==> src/rtl/traffic_ctrl_param.sv <==
// traffic_ctrl_param
//   Highway / country-road intersection controller with a pedestrian walk phase.
//   Moore FSM; the lamp outputs are registered alongside the state register so
//   they always match the current state.
//
// Parameters
//   TW        phase timer width in bits
//   Y2R       yellow phase length (cycles)
//   R2G       all-red phase length (cycles)
//   HWY_MIN   minimum highway green (cycles)
//   CNTRY_MAX maximum country green (cycles)
//   WALK_LEN  pedestrian walk phase length (cycles)
//
// Ports
//   clk      rising-edge clock
//   clear    asynchronous active-low reset
//   x        country-road car sensor (1 = car waiting)
//   ped_req  pedestrian request level
//   hwy      highway light   (0 RED, 1 YELLOW, 2 GREEN)
//   cntry    country light   (same encoding)
//   walk     pedestrian walk lamp
//   state    current state code (HG=0 HY=1 AR1=2 CG=3 CY=4 AR2=5 WALK=6)
module traffic_ctrl_param #(
  parameter int unsigned TW        = 8,
  parameter int unsigned Y2R       = 3,
  parameter int unsigned R2G       = 2,
  parameter int unsigned HWY_MIN   = 8,
  parameter int unsigned CNTRY_MAX = 10,
  parameter int unsigned WALK_LEN  = 6
) (
  input  logic       clk,
  input  logic       clear,
  input  logic       x,
  input  logic       ped_req,
  output logic [1:0] hwy,
  output logic [1:0] cntry,
  output logic       walk,
  output logic [2:0] state
);

  typedef enum logic [2:0] {
    S_HG   = 3'd0,
    S_HY   = 3'd1,
    S_AR1  = 3'd2,
    S_CG   = 3'd3,
    S_CY   = 3'd4,
    S_AR2  = 3'd5,
    S_WALK = 3'd6
  } state_t;

  localparam logic [1:0] RED    = 2'd0;
  localparam logic [1:0] YELLOW = 2'd1;
  localparam logic [1:0] GREEN  = 2'd2;

  // Terminal counts: a phase of N cycles leaves on the edge where cnt = N-1.
  localparam logic [TW-1:0] HWY_END = TW'(HWY_MIN - 1);
  localparam logic [TW-1:0] Y_END   = TW'(Y2R - 1);
  localparam logic [TW-1:0] R_END   = TW'(R2G - 1);
  localparam logic [TW-1:0] C_END   = TW'(CNTRY_MAX - 1);
  localparam logic [TW-1:0] W_END   = TW'(WALK_LEN - 1);

  state_t        st;
  state_t        nxt;
  logic [TW-1:0] cnt;
  logic          ped_pend;

  assign state = st;

  // Lamp decode: {hwy, cntry, walk}
  function automatic logic [4:0] lamps(input state_t s);
    case (s)
      S_HG:    lamps = {GREEN,  RED,    1'b0};
      S_HY:    lamps = {YELLOW, RED,    1'b0};
      S_CG:    lamps = {RED,    GREEN,  1'b0};
      S_CY:    lamps = {RED,    YELLOW, 1'b0};
      S_WALK:  lamps = {RED,    RED,    1'b1};
      default: lamps = {RED,    RED,    1'b0};
    endcase
  endfunction

  always_comb begin
    nxt = st;
    case (st)
      S_HG:   if (cnt >= HWY_END && (x || ped_pend)) nxt = S_HY;
      S_HY:   if (cnt == Y_END) nxt = S_AR1;
      S_AR1:  if (cnt == R_END) begin
                if (ped_pend)  nxt = S_WALK;
                else if (x)    nxt = S_CG;
                else           nxt = S_HG;
              end
      S_CG:   if (!x || cnt == C_END) nxt = S_CY;
      S_CY:   if (cnt == Y_END) nxt = S_AR2;
      S_AR2:  if (cnt == R_END) nxt = S_HG;
      S_WALK: if (cnt == W_END) nxt = x ? S_CG : S_HG;
      default: nxt = S_HG;
    endcase
  end

  // Lamps are registered from the next state, so they track the state register
  // exactly while still being flop outputs.
  always_ff @(posedge clk or negedge clear) begin
    if (!clear) begin
      st       <= S_HG;
      cnt      <= '0;
      ped_pend <= 1'b0;
      hwy      <= GREEN;
      cntry    <= RED;
      walk     <= 1'b0;
    end else begin
      st <= nxt;
      {hwy, cntry, walk} <= lamps(nxt);

      if (nxt != st)
        cnt <= '0;
      else if (cnt != '1)
        cnt <= cnt + 1'b1;

      // Entering WALK serves the request (and swallows a same-edge request);
      // requests are ignored while walking.
      if (nxt == S_WALK && st != S_WALK)
        ped_pend <= 1'b0;
      else if (st != S_WALK && ped_req)
        ped_pend <= 1'b1;
    end
  end

endmodule

==> config.mk <==
export PLATFORM = sky130hd
export DESIGN_NAME = traffic_ctrl_param
export DESIGN_NICKNAME = d
export VERILOG_FILES = /design/src/rtl/traffic_ctrl_param.sv
export SDC_FILE = /design/constraint.sdc
export NUM_CORES = 1
export LEC_CHECK = 0
export CAP_MARGIN = 20
export CORE_ASPECT_RATIO = 0.9
export CORE_MARGIN = 2
export CORE_UTILIZATION = 54
export DETAILED_ROUTE_END_ITERATION = 7
export GPL_TIMING_DRIVEN = 1
export PLACE_DENSITY = 0.78
export SETUP_SLACK_MARGIN = 0.05
export SYNTH_ARGS = -nofsm -noshare
export SYNTH_HDL_FRONTEND = slang
export SYNTH_SLANG_ARGS = --single-unit
==> constraint.sdc <==
create_clock -name clk -period 3.2 [get_ports clk]
set_input_delay 0.32 -clock clk [delete_from_list [all_inputs] [get_ports clk]]
set_output_delay 0.32 -clock clk [all_outputs]
set_load 0.01 [all_outputs]
* Word level (Yosys, flattened, before mapping) *
Index checks and enable logic that the tools add are counted.

storage, ports and cells
  input port bits = 4
  logic and storage cells = 50
  register bits after elaboration = 17
  output and inout port bits = 8

operators by class
  reductions and logical operators = 10
  equality and inequality tests = 17
  magnitude comparators = 1
  add/subtract/negate cells = 1
  muxes and demuxes = 15

operators by type and width
  operator               count
  $pmux W5 S5            1
  $mux W3                8
  $pmux W3 S7            1
  $mux W8                2
  $eq A3 B3 Y1 const B   5
  $eq A3 B2 Y1 const B   3
  $add A8 B1 Y8 const B  1
  $eq A8 B1 Y1 const B   1
  $eq A8 B2 Y1 const B   1
  $eq A8 B3 Y1 const B   1
  $eq A8 B4 Y1 const B   1
  $ge A8 B3 Y1 const B   1
  $ne A8 B8 Y1 const B   1
  $eq A3 B1 Y1 const B   2
  $logic_not A3 Y1       2
  $reduce_bool A2 Y1     2
  $logic_and A1 B1 Y1    3
  $ne A3 B3 Y1           1
  $ne A3 B3 Y1 const B   1
  $logic_or A1 B1 Y1     2
  $mux W1                2
  $mux W2                1
  $logic_not A1 Y1       1

* Longest topological paths before layout *
Gate-level depths: netlist of run 1.

  depth in word-level cells = 7
  depth in mapped cells = 8
  gate-level depth less buffers = 7

* Worst setup path before layout of run 1 *
OpenSTA, ideal clock, no wires.

  path kind = reg2reg
  start = register cnt[4]
  end = register cnt[3]
  arrival = 2.591 ns
  library setup time = 0.094 ns
  path buffers = 2
  slack = 0.516 ns
  stages on the path, launching flop included = 8
  path through = dfrtp_1 -> or4_1 -> buf_2 -> o31a_1 -> a311o_2 -> or4_1 -> buf_6 -> a221oi_2

on the way
  cells in the longest elaborated chain, start to end = 6
  elaborated cells between the ends (all ways) = 19
  those cells by class = 1 x order compare; 6 x eq/ne; 9 x mux; 3 x reduce/logical

RTL lines
  what                                                              RTL line  RTL
  start: declaration                                                64        logic [TW-1:0] cnt;
  start signal: assignment                                          116       cnt <= cnt + 1'b1;
  $ge A8 B3 Y1 / $eq A8 B4 Y1 (equally long branches)               84, 91
  $logic_and A1 B1 Y1 / $logic_or A1 B1 Y1 (equally long branches)  84, 91
  $mux W3 (on tied branches)                                        84, 91
  $pmux W3 S7                                                       83        case (st)
  $ne A3 B3 Y1                                                      113       if (nxt != st)
  $mux W8 / $reduce_bool A2 Y1 (equally long branches)              --

Parallel ways exist; a longest one is shown, timed or not.
A chain may end at the register's enable or synchronous reset.

* Final worst setup path of run 1 *
Ends and elaborated chain as after synthesis.

==> results of run 1 <==
[power groups by stage]
stage                     registers (mW)  logic (mW)  clock network [mW]
after floorplan                    0.334       0.353                   0
after global placement             0.373       0.428                   0
after detailed placement           0.374       0.436                   0
after CTS                          0.371       0.437               0.117
after global routing               0.387       0.478               0.129
final                              0.375       0.440               0.114
[cells by family (layout without fill, tap and decap cells)]
family,after synthesis,count (layout),synth area share
AOI/OAI and AO/OA,34,34,0.231
xor gates and xnor gates,2,2,0.0167
adders and majority gates,3,3,0.0359
buffers and inverters,12,21,0.0514
DFF,17,17,0.408
and+or+nand+nor,44,44,0.257
[layout make-up]
cell class              instances  area, um2
inverters                       4       15.0
clock buffers                   4       26.3
well taps                      25       31.3
fillers                       169        687
repair buffers                 13        125
multi-input cells              83        566
flip-flops and latches         17        427
[worst min path at each step]
stage	from	endpoint	slack [ps]	cells after the start
5_1_grt	clear	walk	540	1
2_1_floorplan	clear	cnt[0]	20	0
3_3_place_gp	ped_pend	ped_pend	570	2
4_1_cts	clear	walk	500	1
6_report	clear	walk	460	1
3_5_place_dp	ped_pend	ped_pend	640	2
[metal layers]
layer,vias up,track usage
met4,0,0.0324
met5,-,0
met1,448,0.358
li1,444,-
met3,2,0.0526
met2,68,0.347
[synthesized netlist by cell type (2+ instances only)]
library cell and count:
ha_1 3, a31o_2 4, a21oi_1 9, nor4b_1 4, dfrtp_1 16, nor4_1 2, o21ai_0 5, nand2_1 6
clkbuf_1 6, nor3b_1 4, or4_1 2, o211ai_1 2, inv_1 4, a31oi_1 4, nor2b_1 2, nor2_1 7
o31ai_1 2, nand3b_1 2, and4_1 2, nand3_1 5
[per-stage QoR]
step,setup WS [ps],power [mW],util
final,284,0.929,0.634
after global routing,176,0.994,0.634
after CTS,294,0.924,0.634
after detailed placement,325,0.810,0.620
after global placement,409,0.801,0.620
after floorplan,516,0.687,-
[flip-flops by register name, indices dropped and copies added (netlist names)]
signal and count:
ped_pend 1, cnt 8, state 3, hwy 2
cntry 2, walk 1
==> summary.md, run 1 <==
| Metric | Value |
|---|---|
| Outcome | `finished, final reports clean` |
| CTS Hold Bufs | `0` |
| Syn. warnings | `0` |
| Non-Filler Instances | `between 100 and 150` |
| Crit path kind | `reg2reg` |
| Core ar. | `1880 um2` |
| Vias in the first global route | `811` |
| Min Hold Slack | `around 460 ps` |
| Critical path depth in cells | `5` |
| Post-synthesis average cell area | `between 9 and 10 um2` |
| Max-slew violation count | `0` |
| R2r endpoint | `cnt[3]` |
| Sequential element share of the synthesized area | `0.408` |
| Diodes inserted | `0` |
| Clock sink total | `17` |
| Via density per instance | `6.59` |
| Area Growth Syn to Fin | `13.8%` |
| Clk root buf | `clkbuf_4` |
| Max-cap violations | `0` |
| Routability cong. | `0.952` |
| PD cells | `781 nW/um2` |
| Final Cell Area | `between 1000 and 1500 um2` |
| Top cell family by delay on the critical path | `simple AND/OR/NAND/NOR gates` |
| Origin of the worst setup path | `cnt[4]` |
| Crit-path slowest cell | `or4_1` |
| WP data required | `approximately 3400 ps` |
| Crit path time final | `just under 3000 ps` |
| CTS tree | `built` |
| Layout cells sized above 1 | `0.116` |
| Initial core utilization | `0.557` |
| Synth top area share | `0.383` |
| Wirelength, routed | `between 2 and 2.5 mm` |
| Post-synthesis cell type count | `between 40 and 50` |
| Final worst-path cycle share | `0.911` |
| Die Span Y | `roughly 46 um` |
| Critical Path Sink | `cnt[3]` |
| Worst path most repeated cell | `or4_1` |
| DR vias | `between 900 and 1000` |
| Total global routing overflow | `0` |
| Startpoint Class | `flop` |
| Initial antenna violation count | `0` |
| Worst r2r src | `cnt[4]` |
| Largest area contributor in the netlist | `dfrtp_1` |
| CP cell instances | `or4_1 -> o31a_1 -> a311o_2 -> or4_1 -> a221oi_2` |
| # H-tree levels | `1` |
| Crit path DAT | `~3100 ps` |
| Cells on worst reg2reg path | `5` |
| Clock skew | `between 4 and 5 ps` |
| Maximum vdd drop | `between 0.4 and 0.5 mV` |
| Synth Flop Type | `dfrtp_1` |
| Placed cell count | `between 100 and 150` |
| Sw Share | `0.424` |
| Clk slew on worst S/H paths | `roughly 100 ps` |
| Ys async rst share | `1.00` |
| Area contributors post-synth | `dfrtp_1, a21oi_1, ha_1, a31o_2, nor4b_1` |
| Post-DRT Antenna Nets | `0` |
| Met2 wire length | `around 1.1 mm` |
| Fmax | `343 MHz` |
| R2R Setup Slk | `~280 ps` |
| Crit-path max FO | `8` |
| Die width | `slightly above 50 um` |
| Post-route setup TNS | `0 ps` |
| Critical path buffers and inverters | `0` |
| PostCTS Resize Cnt | `0` |
| Longest Clk Path Bufs | `2` |
| Placed Area | `~1200 um2` |
| Post-route DRC | `0` |
| Post-synth EDFFs | `0` |
| Switching power | `between 0.3 and 0.4 mW` |
| HPWL Detailed | `1.76 mm` |
| GRT Util Overall | `0.234` |
| Pin count of the biggest net entering global routing | `18` |
| PortBufs | `11` |
| Commonest non-fill, non-tap cells in the layout | `dfrtp_1, clkdlybuf4s50_1, a21oi_1` |
| Syn Inst Count | `roughly 110` |
| Net count reported at finish | `between 100 and 150` |
| DR WL/cell | `~17 um` |
| Register bit total from synthesis | `17` |
| First-pass GRT wire length | `3.95 mm` |
| Pre-Repair DR Iteration Count | `4` |
| RSZ-0062 raised after global routing | `no` |
| Initial DRC Count | `63` |
| Crit path largest cell delay | `~690 ps` |
| Commonest non-fill, non-tap cell in the layout | `dfrtp_1` |
| Register share of total power | `0.403` |
| Setup violators final | `0` |
| Ports | `12` |
| Worst Tran Pin Value | `749 ps` |
| Worst-Skew Late Latency | `290 ps` |
| Total CTS buffers | `3` |
| Die area | `between 2000 and 2500 um2` |
| Met1 WL | `a little over 1 mm` |
| Worst Setup End Kind | `flop` |
| Post-CTS setup buffer count | `0` |
| Final hold vios | `0` |
| Met3 wire len | `~250 um` |
| Clock share of power | `0.123` |
| LEAKAGE | `between 0.5 and 0.6 nW` |
| Post-synthesis net count | `119` |
| Slew HR | `0.499` |
| # rows | `15` |
| Max layer used | `met4` |
| Int Pwr | `0.535 mW` |
| Gate power share | `0.474` |
| Mapped Area | `~1000 um2` |
| Hold WC Path Type | `in2async` |
Note: power is estimated with default switching activity, not from simulation.
==> inputs of run 2 (changes only) <==
CORE_UTILIZATION = 40   (was 54)
PLACE_DENSITY = 0.61   (was 0.78)
SLEW_MARGIN = 20   (was not set)
==> summary.md, run 2 (synthesized netlist as in run 1, its figures left out) <==
| Metric | Value |
|---|---|
| Routability cong. | `0.852 (-11%)` |
| Initial antenna violation count | `0 (unchanged)` |
| Reg with most FFs | `cnt` |
| Clk slew on worst S/H paths | `90 ps (about the same)` |
| Vias in the first global route | `870 (+7.3%)` |
| # H-tree levels | `1 (unchanged)` |
| Worst-Skew Late Latency | `290 ps (about the same)` |
| Hold WC Path Type | `in2async` |
| Final worst-path cycle share | `0.921 (+0.00982)` |
| Crit path kind | `reg2reg` |
| HPWL Detailed | `1.67 mm (-5.0%)` |
| Min Hold Slack | `482 ps (+19.5 ps)` |
| DR WL/cell | `15.4 um (-7.5%)` |
| Wirelength, routed | `2.29 mm (-5.6%)` |
| DR vias | `926 (-3.7%)` |
| Total CTS buffers | `3 (unchanged)` |
| Post-DRT Antenna Nets | `0 (unchanged)` |
| Longest Clk Path Bufs | `2 (unchanged)` |
| Clk root buf | `clkbuf_4` |
| Slew HR | `0.479 (-0.0200)` |
| Commonest non-fill, non-tap cell in the layout | `dfrtp_1` |
| Post-route DRC | `0 (unchanged)` |
| CTS tree | `built` |
| Net count reported at finish | `129 (unchanged)` |
| Crit path DAT | `3150 ps (+40 ps)` |
| Setup violators final | `0 (unchanged)` |
| Outcome | `finished, final reports clean` |
| GRT Util Overall | `0.173 (-0.0614)` |
| Placed cell count | `145 (+2.1%)` |
| Initial core utilization | `0.424 (-0.133)` |
| Crit path time final | `2950 ps (+31.4 ps)` |
| Clock skew | `4.57 ps (+0.292 ps)` |
| Die Span Y | `52.5 um (+15%)` |
| Post-route setup TNS | `0 ps (unchanged)` |
| Pin count of the biggest net entering global routing | `18 (unchanged)` |
| Maximum vdd drop | `0.570 mV (+18%)` |
| PortBufs | `11 (unchanged)` |
| Die width | `57.9 um (+15%)` |
| PD cells | `770 nW/um2 (-1.4%)` |
| Clock sink total | `17 (unchanged)` |
| Pre-Repair DR Iteration Count | `4 (unchanged)` |
| Total global routing overflow | `0 (unchanged)` |
| CTS Hold Bufs | `0 (unchanged)` |
| Via density per instance | `6.21 (-5.7%)` |
| Die area | `3040 um2 (+32%)` |
| Startpoint Class | `flop` |
| RSZ-0062 raised after global routing | `no` |
| Layout cells sized above 1 | `0.116 (unchanged)` |
| Max-slew violation count | `0 (unchanged)` |
| Fmax | `339 MHz (-1.1%)` |
| Worst Setup End Kind | `flop` |
| Ports | `12 (unchanged)` |
| Area Growth Syn to Fin | `14.1%` |
| Worst Tran Pin Value | `779 ps (+30.0 ps)` |
| WP data required | `3400 ps (about the same)` |
| LEAKAGE | `0.502 nW (unchanged)` |
| Final hold vios | `0 (unchanged)` |
| # rows | `17 (+2)` |
| Max-cap violations | `0 (unchanged)` |
| Core ar. | `2470 um2 (+31%)` |
| PostCTS Resize Cnt | `0 (unchanged)` |
| Commonest non-fill, non-tap cells in the layout | `dfrtp_1, clkdlybuf4s50_1, a21oi_1` |
| Non-Filler Instances | `149 (+2.1%)` |
| Max FFs per register | `8 (unchanged)` |
| Crit-path max FO | `8 (unchanged)` |
| Post-CTS setup buffer count | `0 (unchanged)` |
| First-pass GRT wire length | `4.00 mm (+1.4%)` |
| Diodes inserted | `0 (unchanged)` |
| Initial DRC Count | `13 (-79%)` |
==> run 2: cell counts in the layout (fill, tap and decap cells not counted) <==
No cell type changed its count.
==> run 2: cell type report <==
cell class / count / area (um2)
Tap cell: 28 / 35.0
Multi-Input combinational cell: 83 / 566
Inverter: 4 / 15.0
Fill cell: 241 / 1270
Clock buffer: 4 / 26.3
Sequential cell: 17 / 427
Timing Repair Buffer: 13 / 125
==> run 2: final timing paths <==
check,start,end,slack (ps),cells past startpoint
min,clear,cnt[5],480,1
max,cnt[4],cnt[3],250,5
min reg2reg,ped_pend,ped_pend,610,2
min in group clk,ped_pend,ped_pend,610,2
max reg2reg,cnt[4],cnt[3],250,5
max in group asynchronous,clear,hwy[0],2240,1
==> run 2: power breakdown <==
group	internal (mW)	switching, mW	leakage, nW
sequential	0.277	0.0961	0.221
clock	0.0485	0.0639	0.0150
combinational	0.208	0.225	0.266
total	0.534	0.385	0.502
==> run 2: worst max-delay path, stage by stage (launching register included) <==
cell and delay, ps:
dfrtp_1 450, or4_1 670, o31a_1 350, a311o_2 350
or4_1 700, a221oi_2 330
==> run 2: per-layer routing <==
metal | wire length (um) | global-route usage
met1 | 1080 | 0.223
met3 | 136 | 0.0519
met2 | 1070 | 0.278
met5 | 0 | 0
met4 | 0 | 0.0543
==> run 2: stage by stage <==
stage	utilization	area, um2	worst slack, ps	total power [mW]
final	0.484	1190	253	0.919
after global routing	0.484	1190	124	1.00
after global placement	0.473	1170	377	0.803
after detailed placement	0.473	1170	301	0.804
after CTS	0.484	1190	273	0.921
after floorplan	-	1050	516	0.687
==> inputs of run 3 (changes only) <==
MAX_ROUTING_LAYER = met4   (was not set)
==> summary.md, run 3 (synthesized netlist as in run 1, its figures left out) <==
| Metric | Value |
|---|---|
| R2R Setup Slk | `300 ps (+50 ps)` |
| Clock sink total | `17 (unchanged)` |
| Pre-Repair DR Iteration Count | `5 (+1)` |
| R2r endpoint | `cnt[3]` |
| Routability cong. | `0.849 (-0.32%)` |
| Worst Tran Pin Value | `755 ps (-24.0 ps)` |
| Worst r2r src | `cnt[4]` |
| Net count reported at finish | `129 (unchanged)` |
| Ports | `12 (unchanged)` |
| DR WL/cell | `15.4 um (+0.44%)` |
| Slew HR | `0.495 (+0.0161)` |
| Initial DRC Count | `25 (+12)` |
| HPWL Detailed | `1.67 mm (about the same)` |
| Commonest non-fill, non-tap cells in the layout | `dfrtp_1, clkdlybuf4s50_1, a21oi_1` |
| Final hold vios | `0 (unchanged)` |
| GRT Util Overall | `0.177 (+0.00450)` |
| Core ar. | `2470 um2 (unchanged)` |
| Setup violators final | `0 (unchanged)` |
| Number of fill cells in the layout | `238 (-1.2%)` |
| Post-route DRC | `0 (unchanged)` |
| # rows | `17 (unchanged)` |
| CTS Hold Bufs | `0 (unchanged)` |
| RSZ-0062 raised after global routing | `no` |
| Final worst-path cycle share | `0.905 (-0.0158)` |
| Max-slew violation count | `0 (unchanged)` |
| Crit-path max FO | `8 (unchanged)` |
| Wirelength, routed | `2.30 mm (+0.44%)` |
| Worst-Skew Late Latency | `290 ps (about the same)` |
| Vias in the first global route | `893 (+2.6%)` |
| Worst Setup End Kind | `flop` |
| Max FFs per register | `8 (unchanged)` |
| Clk root buf | `clkbuf_4` |
| Fmax | `345 MHz (+1.7%)` |
| Non-Filler Instances | `149 (unchanged)` |
| Post-CTS setup buffer count | `0 (unchanged)` |
| Multi-input gate area | `566 um2 (unchanged)` |
| PD cells | `773 nW/um2 (+0.37%)` |
| PortBufs | `11 (unchanged)` |
| Commonest non-fill, non-tap cell in the layout | `dfrtp_1` |
| Longest Clk Path Bufs | `2 (unchanged)` |
| Post-DRT Antenna Nets | `0 (unchanged)` |
| Crit path time final | `2900 ps (-50.6 ps)` |
| LEAKAGE | `0.502 nW (unchanged)` |
| Placed Area | `1170 um2 (unchanged)` |
| # H-tree levels | `1 (unchanged)` |
| Die area | `3040 um2 (unchanged)` |
| Via density per instance | `6.23 (+0.32%)` |
| Cells on worst reg2reg path | `5 (unchanged)` |
| Initial antenna violation count | `0 (unchanged)` |
| Clk slew on worst S/H paths | `100 ps (about the same)` |
| Pin count of the biggest net entering global routing | `18 (unchanged)` |
| Placed cell count | `145 (unchanged)` |
| Outcome | `finished, final reports clean` |
| DR vias | `929 (+0.32%)` |
| Final Cell Area | `1190 um2 (unchanged)` |
| Total CTS buffers | `3 (unchanged)` |
| Origin of the worst setup path | `cnt[4]` |
| CTS tree | `built` |
| Crit path DAT | `3100 ps (-50 ps)` |
| Maximum vdd drop | `0.401 mV (-30%)` |
| WP data required | `3400 ps (about the same)` |
| Area Growth Syn to Fin | `14.1% (unchanged)` |
| Layout cells sized above 1 | `0.116 (unchanged)` |
| Startpoint Class | `flop` |
| Crit path kind | `reg2reg` |
| Die Span Y | `52.5 um (unchanged)` |
| Critical Path Sink | `cnt[3]` |
| First-pass GRT wire length | `4.05 mm (+1.2%)` |
| Total global routing overflow | `0 (unchanged)` |
| Area of all sequential standard cells | `427 um2 (unchanged)` |
| Clock skew | `4.69 ps (+0.113 ps)` |
| Die width | `57.9 um (unchanged)` |
| Core Util, Final | `0.484 (unchanged)` |
| Hold WC Path Type | `in2async` |
| Post-route setup TNS | `0 ps (unchanged)` |
| Initial core utilization | `0.424 (unchanged)` |
| Max-cap violations | `0 (unchanged)` |
| PostCTS Resize Cnt | `0 (unchanged)` |
| Diodes inserted | `0 (unchanged)` |
| Reg with most FFs | `cnt` |
-- run 3: cell counts in the layout (fill, tap and decap cells not counted) --
Identical to the previous run, type by type.
-- run 3: worst min-delay path by stage --
stage / cells past startpoint / endpoint
after CTS: 1 / walk
after global placement: 2 / ped_pend
after detailed placement: 2 / ped_pend
after global routing: 1 / state[2]
final: 1 / state[2]
after floorplan: 0 / cnt[0]
-- run 3: metrics by stage --
stage                     power, mW  setup WS, ps  hold slack [ps]
after floorplan               0.687           516             24.4
after CTS                     0.927           315              509
after detailed placement      0.805           339              571
after global routing           1.01           174              534
final                         0.922           303              465
after global placement        0.803           378              563
-- run 3: cell type report --
type	instances	area share
multi-input combinational	83	0.474
tap	28	0.0294
inverter	4	0.0126
clock buffer	4	0.0220
sequential	17	0.357
timing repair buffer	13	0.105
-- run 3: per-layer routing --
metal  vias up  global-route usage  routed length, um
met3         2              0.0420                160
met4         0              0.0581                 14
met5         -                   -                  0
li1        447                   -                  -
met1       446               0.232               1080
met2        34               0.273               1040
-- run 3: critical path: stages (launching register included) --
cell and delay [ps]:
dfrtp_1 450, or4_1 650, o31a_1 350, a311o_2 350, or4_1 700, a221oi_2 310
-- run 3: power by group --
part           total [mW]  switching, mW  internal [mW]
combinational       0.433          0.224          0.208
sequential          0.373         0.0961          0.277
clock               0.116         0.0677         0.0484
